### src/rtl/ustc_psum_ctrl_if.sv
// Stream and column-buffer signals of the partial-sum sequencer.
// Handshake: a beat transfers on a rising edge where in_valid and in_ready are both 1;
// in_valid never waits on in_ready, and the beat fields hold steady while in_valid is 1.
interface ustc_psum_ctrl_if #(
  parameter int NUM_IN  = 32,
  parameter int DW_LINE = 14,
  parameter int DW_COL  = 4
);
  logic                      in_valid;
  logic                      in_ready;
  logic [NUM_IN*DW_LINE-1:0] in_data;
  logic [DW_COL-1:0]         in_col;
  logic                      in_last;
  logic                      buf_input_en;
  logic                      buf_output_en;
  logic [DW_COL-1:0]         buf_col;
  logic [NUM_IN*DW_LINE-1:0] buf_in;
  logic                      buf_out_valid;

  // The environment side: upstream producer plus the column buffer.
  modport master (
    output in_valid, in_data, in_col, in_last, buf_out_valid,
    input  in_ready, buf_input_en, buf_output_en, buf_col, buf_in
  );

  modport slave (
    input  in_valid, in_data, in_col, in_last, buf_out_valid,
    output in_ready, buf_input_en, buf_output_en, buf_col, buf_in
  );
endinterface

### src/rtl/ustc_psum_ctrl.sv
// Tile sequencer for the sparse partial-sum column buffer: forward, flush, drain.
// Optional drain watchdog: define USTC_PSUM_CTRL_TIMEOUT_EN (adds parameter TIMEOUT_CYC).
module ustc_psum_ctrl #(
  parameter int NUM_IN    = 32,
  parameter int DW_LINE   = 14,
  parameter int DW_COL    = 4,
  parameter int FLUSH_CYC = 2
`ifdef USTC_PSUM_CTRL_TIMEOUT_EN
  , parameter int TIMEOUT_CYC = 64
`endif
) (
  input  logic                 clk,
  input  logic                 rst,
  ustc_psum_ctrl_if.slave      bus,
  output logic                 tile_done,
  output logic [15:0]          beat_cnt,
  output logic                 err_order,
  output logic                 err_timeout,
  output logic [2:0]           state_dbg
);

  localparam int DW_BUS = NUM_IN * DW_LINE;
  localparam int FC_W   = (FLUSH_CYC > 1) ? $clog2(FLUSH_CYC) : 1;
  localparam logic [FC_W-1:0] FLUSH_LAST = FC_W'(FLUSH_CYC - 1);

  typedef enum logic [2:0] {
    IDLE  = 3'd0,
    ACCUM = 3'd1,
    FLUSH = 3'd2,
    DRAIN = 3'd3,
    DONE  = 3'd4
  } state_t;

  state_t              state;
  logic [DW_COL-1:0]   cur_col;
  logic [FC_W-1:0]     flush_cnt;
  logic                drain_first;
  logic                input_en_q;
  logic                output_en_q;
  logic [DW_COL-1:0]   col_q;
  logic [DW_BUS-1:0]   data_q;
  logic                accept;
  logic                in_order;

  // Gated by rst so upstream sees no acceptance while the whole block is held in reset.
  assign bus.in_ready      = ~rst & ((state == IDLE) | (state == ACCUM));
  assign accept            = bus.in_valid & bus.in_ready;
  assign in_order          = (bus.in_col >= cur_col);

  assign bus.buf_input_en  = input_en_q;
  assign bus.buf_output_en = output_en_q;
  assign bus.buf_col       = col_q;
  assign bus.buf_in        = data_q;
  assign state_dbg         = state;

`ifdef USTC_PSUM_CTRL_TIMEOUT_EN
  localparam int TO_W = (TIMEOUT_CYC > 1) ? $clog2(TIMEOUT_CYC) : 1;
  localparam logic [TO_W-1:0] TO_LAST = TO_W'(TIMEOUT_CYC - 1);
  logic [TO_W-1:0] drain_cnt;
`else
  assign err_timeout = 1'b0;
`endif

  always_ff @(posedge clk) begin
    if (rst) begin
      state       <= IDLE;
      cur_col     <= '0;
      flush_cnt   <= '0;
      drain_first <= 1'b0;
      input_en_q  <= 1'b0;
      output_en_q <= 1'b0;
      col_q       <= '0;
      data_q      <= '0;
      tile_done   <= 1'b0;
      beat_cnt    <= '0;
      err_order   <= 1'b0;
`ifdef USTC_PSUM_CTRL_TIMEOUT_EN
      drain_cnt   <= '0;
      err_timeout <= 1'b0;
`endif
    end else begin
      input_en_q  <= 1'b0;
      output_en_q <= 1'b0;
      tile_done   <= 1'b0;
      case (state)
        IDLE: begin
          if (accept) begin
            input_en_q <= 1'b1;
            col_q      <= bus.in_col;
            data_q     <= bus.in_data;
            cur_col    <= bus.in_col;
            beat_cnt   <= 16'd1;
            flush_cnt  <= '0;
            state      <= bus.in_last ? FLUSH : ACCUM;
          end
        end
        ACCUM: begin
          if (accept) begin
            // Out-of-order beats are swallowed so the buffer never sees a column go backwards.
            if (in_order) begin
              input_en_q <= 1'b1;
              col_q      <= bus.in_col;
              data_q     <= bus.in_data;
              cur_col    <= bus.in_col;
              if (beat_cnt != 16'hFFFF) beat_cnt <= beat_cnt + 16'd1;
            end else begin
              err_order <= 1'b1;
            end
            if (bus.in_last) begin
              flush_cnt <= '0;
              state     <= FLUSH;
            end
          end
        end
        FLUSH: begin
          // Zero beats on the next column make the buffer commit the last open column.
          input_en_q <= 1'b1;
          col_q      <= cur_col + DW_COL'(1);
          data_q     <= '0;
          if (flush_cnt == FLUSH_LAST) begin
            drain_first <= 1'b1;
            state       <= DRAIN;
`ifdef USTC_PSUM_CTRL_TIMEOUT_EN
            drain_cnt   <= '0;
`endif
          end else begin
            flush_cnt <= flush_cnt + FC_W'(1);
          end
        end
        DRAIN: begin
          output_en_q <= drain_first;
          drain_first <= 1'b0;
          if (bus.buf_out_valid) begin
            tile_done <= 1'b1;
            state     <= DONE;
          end
`ifdef USTC_PSUM_CTRL_TIMEOUT_EN
          else if (drain_cnt == TO_LAST) begin
            err_timeout <= 1'b1;
            tile_done   <= 1'b1;
            state       <= DONE;
          end else begin
            drain_cnt <= drain_cnt + TO_W'(1);
          end
`endif
        end
        DONE: begin
          cur_col <= '0;
          state   <= IDLE;
        end
        default: state <= IDLE;
      endcase
    end
  end

endmodule

### src/flat_wrapper.sv
// flat-port wrapper written by rule: the top's interface ports become plain ports
module ustc_psum_ctrl_flat 
#(
  parameter int NUM_IN    = 32,
  parameter int DW_LINE   = 14,
  parameter int DW_COL    = 4,
  parameter int FLUSH_CYC = 2

)
  (clk, rst, tile_done, beat_cnt, err_order, err_timeout, state_dbg, bus_in_valid, bus_in_data, bus_in_col, bus_in_last, bus_buf_out_valid, bus_in_ready, bus_buf_input_en, bus_buf_output_en, bus_buf_col, bus_buf_in);
  ustc_psum_ctrl_if #(.NUM_IN(NUM_IN), .DW_LINE(DW_LINE), .DW_COL(DW_COL)) bus_i ();
  input  logic clk;
  input  logic rst;
  output logic tile_done;
  output logic [15:0] beat_cnt;
  output logic err_order;
  output logic err_timeout;
  output logic [2:0] state_dbg;
  input wire logic [$bits(bus_i.in_valid)-1:0] bus_in_valid;
  input wire logic [$bits(bus_i.in_data)-1:0] bus_in_data;
  input wire logic [$bits(bus_i.in_col)-1:0] bus_in_col;
  input wire logic [$bits(bus_i.in_last)-1:0] bus_in_last;
  input wire logic [$bits(bus_i.buf_out_valid)-1:0] bus_buf_out_valid;
  output wire logic [$bits(bus_i.in_ready)-1:0] bus_in_ready;
  output wire logic [$bits(bus_i.buf_input_en)-1:0] bus_buf_input_en;
  output wire logic [$bits(bus_i.buf_output_en)-1:0] bus_buf_output_en;
  output wire logic [$bits(bus_i.buf_col)-1:0] bus_buf_col;
  output wire logic [$bits(bus_i.buf_in)-1:0] bus_buf_in;
  assign bus_i.in_valid = bus_in_valid;
  assign bus_i.in_data = bus_in_data;
  assign bus_i.in_col = bus_in_col;
  assign bus_i.in_last = bus_in_last;
  assign bus_i.buf_out_valid = bus_buf_out_valid;
  assign bus_in_ready = bus_i.in_ready;
  assign bus_buf_input_en = bus_i.buf_input_en;
  assign bus_buf_output_en = bus_i.buf_output_en;
  assign bus_buf_col = bus_i.buf_col;
  assign bus_buf_in = bus_i.buf_in;
  ustc_psum_ctrl #(.NUM_IN(NUM_IN), .DW_LINE(DW_LINE), .DW_COL(DW_COL), .FLUSH_CYC(FLUSH_CYC)) u_core (.clk(clk), .rst(rst), .bus(bus_i), .tile_done(tile_done), .beat_cnt(beat_cnt), .err_order(err_order), .err_timeout(err_timeout), .state_dbg(state_dbg));
endmodule
### config.mk
export PLATFORM = sky130hd
export DESIGN_NAME = ustc_psum_ctrl_flat
export DESIGN_NICKNAME = d
export VERILOG_FILES = /design/src/rtl/ustc_psum_ctrl_if.sv /design/src/rtl/ustc_psum_ctrl.sv /design/src/flat_wrapper.sv
export SDC_FILE = /design/constraint.sdc
export NUM_CORES = 1
export LEC_CHECK = 0
export ABC_AREA = 1
export BUFFER_PORTS_ARGS = -buffer_cell sky130_fd_sc_hd__buf_2
export CORE_AREA = 2 2 362 364
export DETAILED_ROUTE_END_ITERATION = 10
export DIE_AREA = 0 0 364 366
export GPL_ROUTABILITY_DRIVEN = 0
export PLACE_DENSITY = 0.31
export SYNTH_ARGS = -nofsm -noshare
export SYNTH_HDL_FRONTEND = slang
export SYNTH_SLANG_ARGS = --single-unit
### constraint.sdc
create_clock -name clk -period 2.38 [get_ports clk]
set_input_delay 0.714 -clock clk [delete_from_list [all_inputs] [get_ports clk]]
set_output_delay 0.714 -clock clk [all_outputs]
set_load 0.01 [all_outputs]
======== Word level (Yosys, flattened, before mapping) ========
Index checks and enable logic that the tools add are counted.
operators by class
  reduce and logical (&&, ||, !) cells .... 13
  bitwise logic cells ..................... 6
  equality and inequality tests ........... 12
  add/sub/neg operators ................... 3
  multiplexer cells ....................... 33
  magnitude comparators ................... 1
operator list
  operator                 count
  $mux W448                3
  $pmux W448 S3            1
  $mux W16                 4
  $pmux W16 S2             1
  $pmux W4 S3              2
  $add A16 B1 Y16 const B  1
  $ne A16 B16 Y1 const B   1
  $mux W3                  5
  $mux W4                  3
  $pmux W3 S4              1
  $reduce_and A4 Y1        3
  $reduce_and A5 Y1        2
  $mux W1                  9
  $ne A2 B1 Y1 const B     4
  $eq A3 B2 Y1 const B     2
  $ne A2 B2 Y1 const B     3
  $pmux W1 S3              2
  $reduce_bool A3 Y1       2
  $add A4 B1 Y4 const B    1
  $ge A4 B4 Y1             1
  $reduce_bool A2 Y1       2
  $eq A3 B1 Y1 const B     1
  $eq A3 B3 Y1 const B     1
  $logic_not A3 Y1         1
  9 further kinds          12
storage, ports and cells
  register bits ........................... 481
  input port bits ......................... 457

======== Longest topological paths before layout ========
Gate-level depths: netlist (run 1).
  word-level depth ........................ 6
  depth in mapped cells ................... 14

======== Least setup slack after synthesis (run 1) ========
OpenSTA, ideal clock, no wires.
  path kind ............................... input to output
  from .................................... input rst
  to ...................................... output bus_in_ready
  cell stages on the path ................. 6
  data arrival time ....................... 1741 ps
  path slack .............................. -75 ps
  path buffers ............................ 3
  cells stage by stage .................... inv_1 clkbuf_1 clkbuf_1 clkbuf_1 nand2_1 inv_1
on the way
  cells in the longest elaborated chain, start to end .. 2
RTL lines
  what             line                  text
  start, declared  flat_wrapper.sv:13    input logic rst;
  $not A1 Y1       ustc_psum_ctrl.sv:46  assign bus.in_ready = ~rst & ((state == IDLE) | (state == ACCUM));
  $and A1 B1 Y1    ustc_psum_ctrl.sv:46
  end, declared    flat_wrapper.sv:24    output wire logic [$bits(bus_i.in_ready)-1:0] bus_in_ready;
Every way passes these cells.

======== Worst setup path in the final report (run 1) ========
  from .................................... register u_core.state[2], in the netlist u_core.state_dbg[2]
  to ...................................... output bus_in_ready
on the way
  cells in the longest elaborated chain, start to end .. 3
  elaborated cells on any way between the ends .. 4
  those cells by class .................... eq/ne: 1; bitwise: 2; reduce/logical: 1
RTL lines
  what                                              line                  text
  start, declared                                   ustc_psum_ctrl.sv:34  state_t state;
  start signal, assigned                            ustc_psum_ctrl.sv:94  state <= bus.in_last ? FLUSH : ACCUM;
  $eq A3 B1 Y1 or $logic_not A3 Y1 (tied branches)  ustc_psum_ctrl.sv:46
  $or A1 B1 Y1 *                                    ustc_psum_ctrl.sv:46
  $and A1 B1 Y1 *                                   ustc_psum_ctrl.sv:46
Every way passes the cells marked *; elsewhere a longest branch is shown, timed or not.

==> impl_metrics.tcl, run 1 <==
set metrics [dict create \
    synth_sequential_area_ratio_pct 52.9 \
    final_hold_violation_count 0 \
    synth_top_flop_cell "sky130_fd_sc_hd__dfxtp_1" \
    rrSetupSlack_ns 0.22 \
    initial_antenna_violation_count 38 \
    initial_utilization_pct 14.1 \
    synth_area_in_compound_gates_pct 25.9 \
    worstReg2RegEnd "u_core.bus.buf_in[58]$_SDFFE_PP0P_" \
    whs_path_depth 3 \
    detailroute.wirelength.met3_um 8320 \
    holdCritStartpoint "bus_in_data[292]" \
    cts.htree.levels 3 \
    irDropWorstVdd_mv 0.491 \
    dp_hpwl_um 70900 \
    top_level_ports 934 \
    synth_simple_gate_area_share_pct 14.0 \
    drc 0 \
    mostFrequentLayoutCell "sky130_fd_sc_hd__buf_2" \
    critical_path.slowest_cell "sky130_fd_sc_hd__dfxtp_2" \
    aggregate_negative_setup_slack_ns 0 \
    synthesis.yosys.warnings 0 \
    routed_wl_um 94900 \
    synthXorXnorAreaFrac_pct 0.144 \
    combinational_power_share_pct 39.7 \
    rsz_0062_raised_after_global_routing "no" \
    cellLeakagePower_uw 0.0129 \
    worst_ep_required_time_ns 1.67 \
    ctsRootBufferMaster "sky130_fd_sc_hd__clkbuf_16" \
    detail_route.first_pass.iterations 5 \
    timing.max_cap.violations 0 \
    grt_start_max_net_pins 132 \
    dr.first_iter.drc_count 955 \
    synthesis.instances 2321 \
    ys_types 34 \
    synth_top_family_by_area "compound AO/OA/AOI/OAI gates" \
    worst_skew_pair.late_latency_ns 0.67 \
    grt_overflow_total 0 \
    total_of_endpoints_with_negative_setup_slack_in_the_final_report 0 \
    startpoint_type "register" \
    post_synth_instance_area_sq_um 18200 \
    postPlaceCellArea_sq_um 25300 \
    yosys.area_share.adder_pct 0.413 \
    fin_crit_sh_pct 94.2 \
    critical_path_end_type "output pin" \
    power.clock.fraction_pct 27.1 \
    cts.path.max_buffers 3 \
    grt_first_pass_wirelength_um 136000 \
    tightest_slew_ns 0.632 \
    tritoncts "yes" \
    met2RoutedLength_um 46300 \
    timing.critical_path.slowest_cell_delay_ns 0.36 \
    cell_repeated_most_along_the_worst_path "sky130_fd_sc_hd__nand2_2" \
    wl_per_cell_um 18.8 \
    critPathMaxFanout 6 \
    switching_share_pct 40.2 \
    critPathKind "register to output pin" \
    fin_area_sq_um 27600 \
    clock.fmax_mhz 446 \
    topRoutingLayerUsed "met5" \
    synth_edf_count 0 \
    synth.area.mux_share_pct 0 \
    cellInternalPower_uw 22900 \
    finalMaxSlewViolations 0 \
    r2r_depth 12 \
    power.sequential.fraction_pct 33.1 \
    number_of_global_route_vias_before_repair 19700 \
    worst_slew_margin_rel_pct 57.9 \
    crit_chain "nor2_2 -> nand2_2 -> nand2_2 -> nand2_1 -> inv_1 -> buf_2" \
    hold_end "u_core.bus.buf_in[292]$_SDFFE_PP0P_" \
    routed-via-count 19500 \
    cp.buffers_inverters 2 \
    dieHeight_um 366 \
    finish.net_count 3696 \
    worstHoldPathType "input pin to register" \
    finalCriticalPeriod_ns 2.24 \
    cts.sink_count 481 \
    die_width_um 364 \
    number_of_nets_still_failing_antenna_checks_after_routing 0 \
    synth-async-reset-ratio_pct 0 \
    drt-vias-per-instance 3.87 \
    synth.ff_latch_count 481 \
    synth_area_per_cell_sq_um 7.84 \
    path_delay_family "flip-flops" \
    netSwitchingPower_uw 15400 \
    critical_path.reg2reg.startpoint "u_core.cur_col[1]$_SDFFE_PP0P_" \
    wirelength_met1_um 37600 \
    std_cell_rows 132 \
    final_layout_size_suffix_gt1_share_pct 35.8 \
    layout-area-overhead-vs-synth_pct 51.9 \
    worst_clock_skew_ns 0.0311 \
    buffer_ports.inserted 932 \
    globalRouteTotalUtil_pct 13.7 \
    core-area_sq_um 129000 \
    layout.core_utilization_pct 21.4 \
    clkTransAtPathRegs_ns 0.06 \
    critical_path_arrival_ns 1.53 \
    layout.cells.most_common_list "932 x sky130_fd_sc_hd__buf_2, 559 x sky130_fd_sc_hd__o21ai_0, 507 x sky130_fd_sc_hd__nor2_1" \
    overall_die_area_sq_um 133000 \
    cts_hold_repair.buffers 0 \
    power-per-cell-area_nw_per_um2 1380 \
    status "finished, final reports clean" \
    synth_fp_nets 2784 \
    numCtsBuffers 67 \
]
## worst min-delay path: stages
cell and delay, ns:
sky130_fd_sc_hd__buf_2 0.08, sky130_fd_sc_hd__o21ai_1 0.06, sky130_fd_sc_hd__nor2_1 0.08
## per-layer routing
metal	vias to the layer above	global-route usage [%]
met5	-	0
met4	14	5.31
met3	153	5.41
met2	621	23.4
met1	9013	15.1
li1	9700	-
## worst max-delay path by stage
stage,startpoint,end,depth (start not counted)
after floorplan,rst,bus_in_ready,6
after global placement,bus_in_col[3],u_core.bus.buf_in[58]$_SDFFE_PP0P_,12
after detailed placement,bus_in_col[3],u_core.bus.buf_in[58]$_SDFFE_PP0P_,12
after CTS,u_core.state_dbg[2]$_SDFFE_PP0P_,bus_in_ready,6
after global routing,u_core.state_dbg[2]$_SDFFE_PP0P_,bus_in_ready,6
final,u_core.state_dbg[2]$_SDFFE_PP0P_,bus_in_ready,6
## layout make-up
| class | instances | area, sq um |
|---|---|---|
| fillers | 14700 | 101000 |
| flip-flops and latches | 481 | 9630 |
| multi-input cells | 1594 | 7400 |
| repair buffers | 1050 | 6000 |
| well taps | 1742 | 2180 |
| clock buffers | 98 | 1970 |
| clock inverters | 21 | 267 |
| inverters | 39 | 156 |
| diodes | 14 | 35.0 |
## synth_stat cells (2+ instances only)
cell	n	share of area (%)
sky130_fd_sc_hd__a21oi_1	26	0.72
sky130_fd_sc_hd__buf_2	9	0.25
sky130_fd_sc_hd__buf_4	7	0.29
sky130_fd_sc_hd__buf_6	28	1.7
sky130_fd_sc_hd__clkbuf_1	159	3.3
sky130_fd_sc_hd__dfxtp_1	481	53
sky130_fd_sc_hd__ha_1	6	0.41
sky130_fd_sc_hd__inv_1	37	0.76
sky130_fd_sc_hd__nand2_1	94	1.9
sky130_fd_sc_hd__nand2_2	2	0.069
sky130_fd_sc_hd__nand3_1	13	0.36
sky130_fd_sc_hd__nand3_2	2	0.11
sky130_fd_sc_hd__nand4_1	14	0.48
sky130_fd_sc_hd__nor2_1	508	10
sky130_fd_sc_hd__nor3_1	4	0.11
sky130_fd_sc_hd__o21ai_0	559	15
sky130_fd_sc_hd__o21ai_1	352	9.7
sky130_fd_sc_hd__or2_2	2	0.069
sky130_fd_sc_hd__xor2_1	3	0.14
## power by group through the flow
stage / Combinational [uW] / Sequential [uW] / Clock [uW]
2_1_floorplan: 6520 / 14100 / 0
3_5_place_dp: 15500 / 12800 / 0
6_report: 15200 / 12700 / 10400
5_1_grt: 16900 / 13000 / 11100
4_1_cts: 15600 / 12700 / 10800
3_3_place_gp: 15600 / 12800 / 0
## flip-flops by register name (all words and copies together) (netlist names)
register                  cells
u_core.bus.buf_input_en       1
u_core.bus.buf_in           448
u_core.state_dbg              3
u_core.bus.buf_col            4
u_core.beat_cnt              16
u_core.err_order              1
u_core.bus.buf_output_en      1
u_core.flush_cnt              1
u_core.tile_done              1
u_core.cur_col                4
u_core.drain_first            1
## per-stage QoR
stage	cells	worst slack [ns]	hold slack, ns	power [uW]
after floorplan	2321	0.00658	0.405	20600
after global routing	5037	0.00744	0.278	41100
final	5039	0.138	0.312	38200
after global placement	4905	-0.228	0.448	28400
after detailed placement	4905	-0.202	0.460	28300
after CTS	5025	0.0231	0.225	39100
## logic make-up (layout without fill, tap and decap cells)
group	after synthesis	count (layout)
adders and majority gates	6	6
xor gates and xnor gates	3	3
buffers and inverters	246	1208
AOI/OAI and AO/OA	939	939
and+or+nand+nor	645	645
DFF	481	481
other	1	15
## what timing repair did
action,4_1_cts,5_1_grt
resized for setup,4,1
buffers inserted,1,0
pin swaps,1,0
setup endpoints to repair,1,1
No activity file was read; power rests on OpenSTA's default activity.
==> run 2: changes to the inputs <==
--- a/config.mk
+++ b/config.mk
@@ -11,7 +11,7 @@
 export DETAILED_ROUTE_END_ITERATION = 10
 export DIE_AREA = 0 0 364 366
 export GPL_ROUTABILITY_DRIVEN = 0
-export PLACE_DENSITY = 0.31
+export PLACE_DENSITY = 0.37
 export SYNTH_ARGS = -nofsm -noshare
 export SYNTH_HDL_FRONTEND = slang
 export SYNTH_SLANG_ARGS = --single-unit
==> impl_metrics.tcl, run 2 (synthesis results as in run 1) <==
set metrics [dict create \
    initial_antenna_violation_count 25 \
    routed-via-count 19300 \
    dieHeight_um 366 \
    critPathMaxFanout 18 \
    core-area_sq_um 129000 \
    dp_hpwl_um 65500 \
    postPlaceCellArea_sq_um 25300 \
    largest_register_ff_count 448 \
    mostFrequentLayoutCell "sky130_fd_sc_hd__buf_2" \
    finish.net_count 3698 \
    drt-vias-per-instance 3.84 \
    overall_die_area_sq_um 133000 \
    cellLeakagePower_uw 0.0128 \
    final_hold_violation_count 0 \
    critPathKind "register to register" \
    tightest_slew_ns 0.726 \
    worst_skew_pair.late_latency_ns 0.64 \
    grt_overflow_total 0 \
    finalCriticalPeriod_ns 2.24 \
    wl_per_cell_um 17.3 \
    globalRouteTotalUtil_pct 12.3 \
    die_width_um 364 \
    critical_path_arrival_ns 2.77 \
    buffer_ports.inserted 932 \
    fin_crit_sh_pct 94.2 \
    layout.filler_cells 14600 \
    layout.core_utilization_pct 21.2 \
    final_layout_size_suffix_gt1_share_pct 35.8 \
    worstHoldPathType "input pin to register" \
    grt_first_pass_wirelength_um 126000 \
    routed_wl_um 87200 \
    status "finished, final reports clean" \
    top_level_ports 934 \
    clkTransAtPathRegs_ns 0.06 \
    numCtsBuffers 61 \
    layout-area-overhead-vs-synth_pct 50.5 \
    total_of_endpoints_with_negative_setup_slack_in_the_final_report 0 \
    drc 0 \
    worst_clock_skew_ns 0.0167 \
    clock.fmax_mhz 446 \
    critical_path_end_type "register" \
    number_of_global_route_vias_before_repair 19000 \
    worst_ep_required_time_ns 2.91 \
    layout.cells.most_common_list "932 x sky130_fd_sc_hd__buf_2, 559 x sky130_fd_sc_hd__o21ai_0, 507 x sky130_fd_sc_hd__nor2_1" \
    cts.path.max_buffers 3 \
    dr.first_iter.drc_count 1106 \
    detail_route.first_pass.iterations 5 \
    worst_slew_margin_rel_pct 51.6 \
    ctsRootBufferMaster "sky130_fd_sc_hd__clkbuf_16" \
    startpoint_type "register" \
    rsz_0062_raised_after_global_routing "no" \
    initial_utilization_pct 14.1 \
    power.total_uw 36900 \
    cts.sink_count 481 \
    grt_start_max_net_pins 139 \
    finalHoldWorstSlack_ns 0.331 \
    timing.max_cap.violations 0 \
    finalMaxSlewViolations 0 \
    power-per-cell-area_nw_per_um2 1350 \
    number_of_nets_still_failing_antenna_checks_after_routing 0 \
    irDropWorstVdd_mv 0.560 \
    cts.htree.levels 2 \
    cts_hold_repair.buffers 0 \
    std_cell_rows 132 \
    fin_area_sq_um 27400 \
    tritoncts "yes" \
]
run 2: changes by cell type in the layout (fill, tap and decap cells not counted), moves of 2 or more:
| cell | previous run | this run |
|---|---|---|
| sky130_fd_sc_hd__buf_4 | 82 | 97 |
| sky130_fd_sc_hd__buf_12 | 36 | 29 |
| sky130_fd_sc_hd__clkinv_2 | 7 | 13 |
| sky130_fd_sc_hd__clkbuf_16 | 67 | 62 |
| sky130_fd_sc_hd__clkbuf_1 | 13 | 16 |
| sky130_fd_sc_hd__inv_16 | 3 | 0 |
| sky130_fd_sc_hd__clkinvlp_4 | 3 | 1 |
| sky130_fd_sc_hd__inv_6 | 2 | 0 |
run 2: path summary, 6_finish.rpt:
kind                                      start                                   to  slack, ns  cells after the start
max reg2reg      u_core.cur_col[2]$_SDFFE_PP0P_  u_core.bus.buf_in[254]$_SDFFE_PP0P_       0.14                     11
min                            bus_in_data[295]  u_core.bus.buf_in[295]$_SDFFE_PP0P_       0.33                      3
max              u_core.cur_col[2]$_SDFFE_PP0P_  u_core.bus.buf_in[254]$_SDFFE_PP0P_       0.14                     11
min reg2reg  u_core.bus.buf_col[3]$_SDFFE_PP0P_   u_core.bus.buf_col[3]$_SDFFE_PP0P_       0.46                      2
run 2: repair_timing:
action / CTS / global route
endpoints found under the setup margin: 1 / 1
pin swaps: 1 / 0
setup buffers: 1 / 0
resized for setup: 5 / 2
hold endpoints to repair: 0 / 0
run 2: routing by layer:
layer / GRT usage (%) / share of wire, % / vias to the layer above
met2: 20.8 / 48 / 633
met4: 3.55 / 2.4 / 14
li1: - / - / 9725
met5: 0 / 0.11 / -
met1: 14.4 / 41 / 8840
met3: 4.65 / 8.8 / 136
run 2: where the power goes:
| part | switching [uW] | total (uW) | internal (uW) | leakage [uW] |
|---|---|---|---|---|
| clock | 3810 | 9300 | 5500 | 0.000996 |
| combinational | 9370 | 14900 | 5580 | 0.00788 |
| sequential | 1540 | 12600 | 11100 | 0.00397 |
run 2: critical path, cell delays in order (launching register included):
cell,delay (ns)
sky130_fd_sc_hd__dfxtp_1,0.40
sky130_fd_sc_hd__inv_1,0.07
sky130_fd_sc_hd__ha_1,0.27
sky130_fd_sc_hd__nand2_1,0.04
sky130_fd_sc_hd__inv_1,0.06
sky130_fd_sc_hd__nand2_1,0.08
sky130_fd_sc_hd__nand4_4,0.13
sky130_fd_sc_hd__nand2_8,0.10
sky130_fd_sc_hd__buf_4,0.24
sky130_fd_sc_hd__o21ai_0,0.50
sky130_fd_sc_hd__buf_4,0.21
sky130_fd_sc_hd__nor2_1,0.04
run 2: final cells by class:
class	count	area [sq um]	area share (%)
Sequential cell	481	9630	35.2
Tap cell	1742	2180	7.96
Clock buffer	95	1850	6.74
Antenna cell	15	37.5	0.137
Clock inverter	18	158	0.576
Multi-Input combinational cell	1594	7400	27.0
Timing Repair Buffer	1058	5970	21.8
Inverter	39	156	0.571
run 2: stage by stage:
step / cells / setup WS [ns] / setup TNS (ns)
floorplan: 2321 / 0.00658 / 0
global placement: 4913 / -0.254 / -38.27
detailed placement: 4913 / -0.263 / -48.01
CTS: 5027 / 0.0196 / 0
global route: 5037 / 0.0261 / 0
finish: 5042 / 0.139 / 0
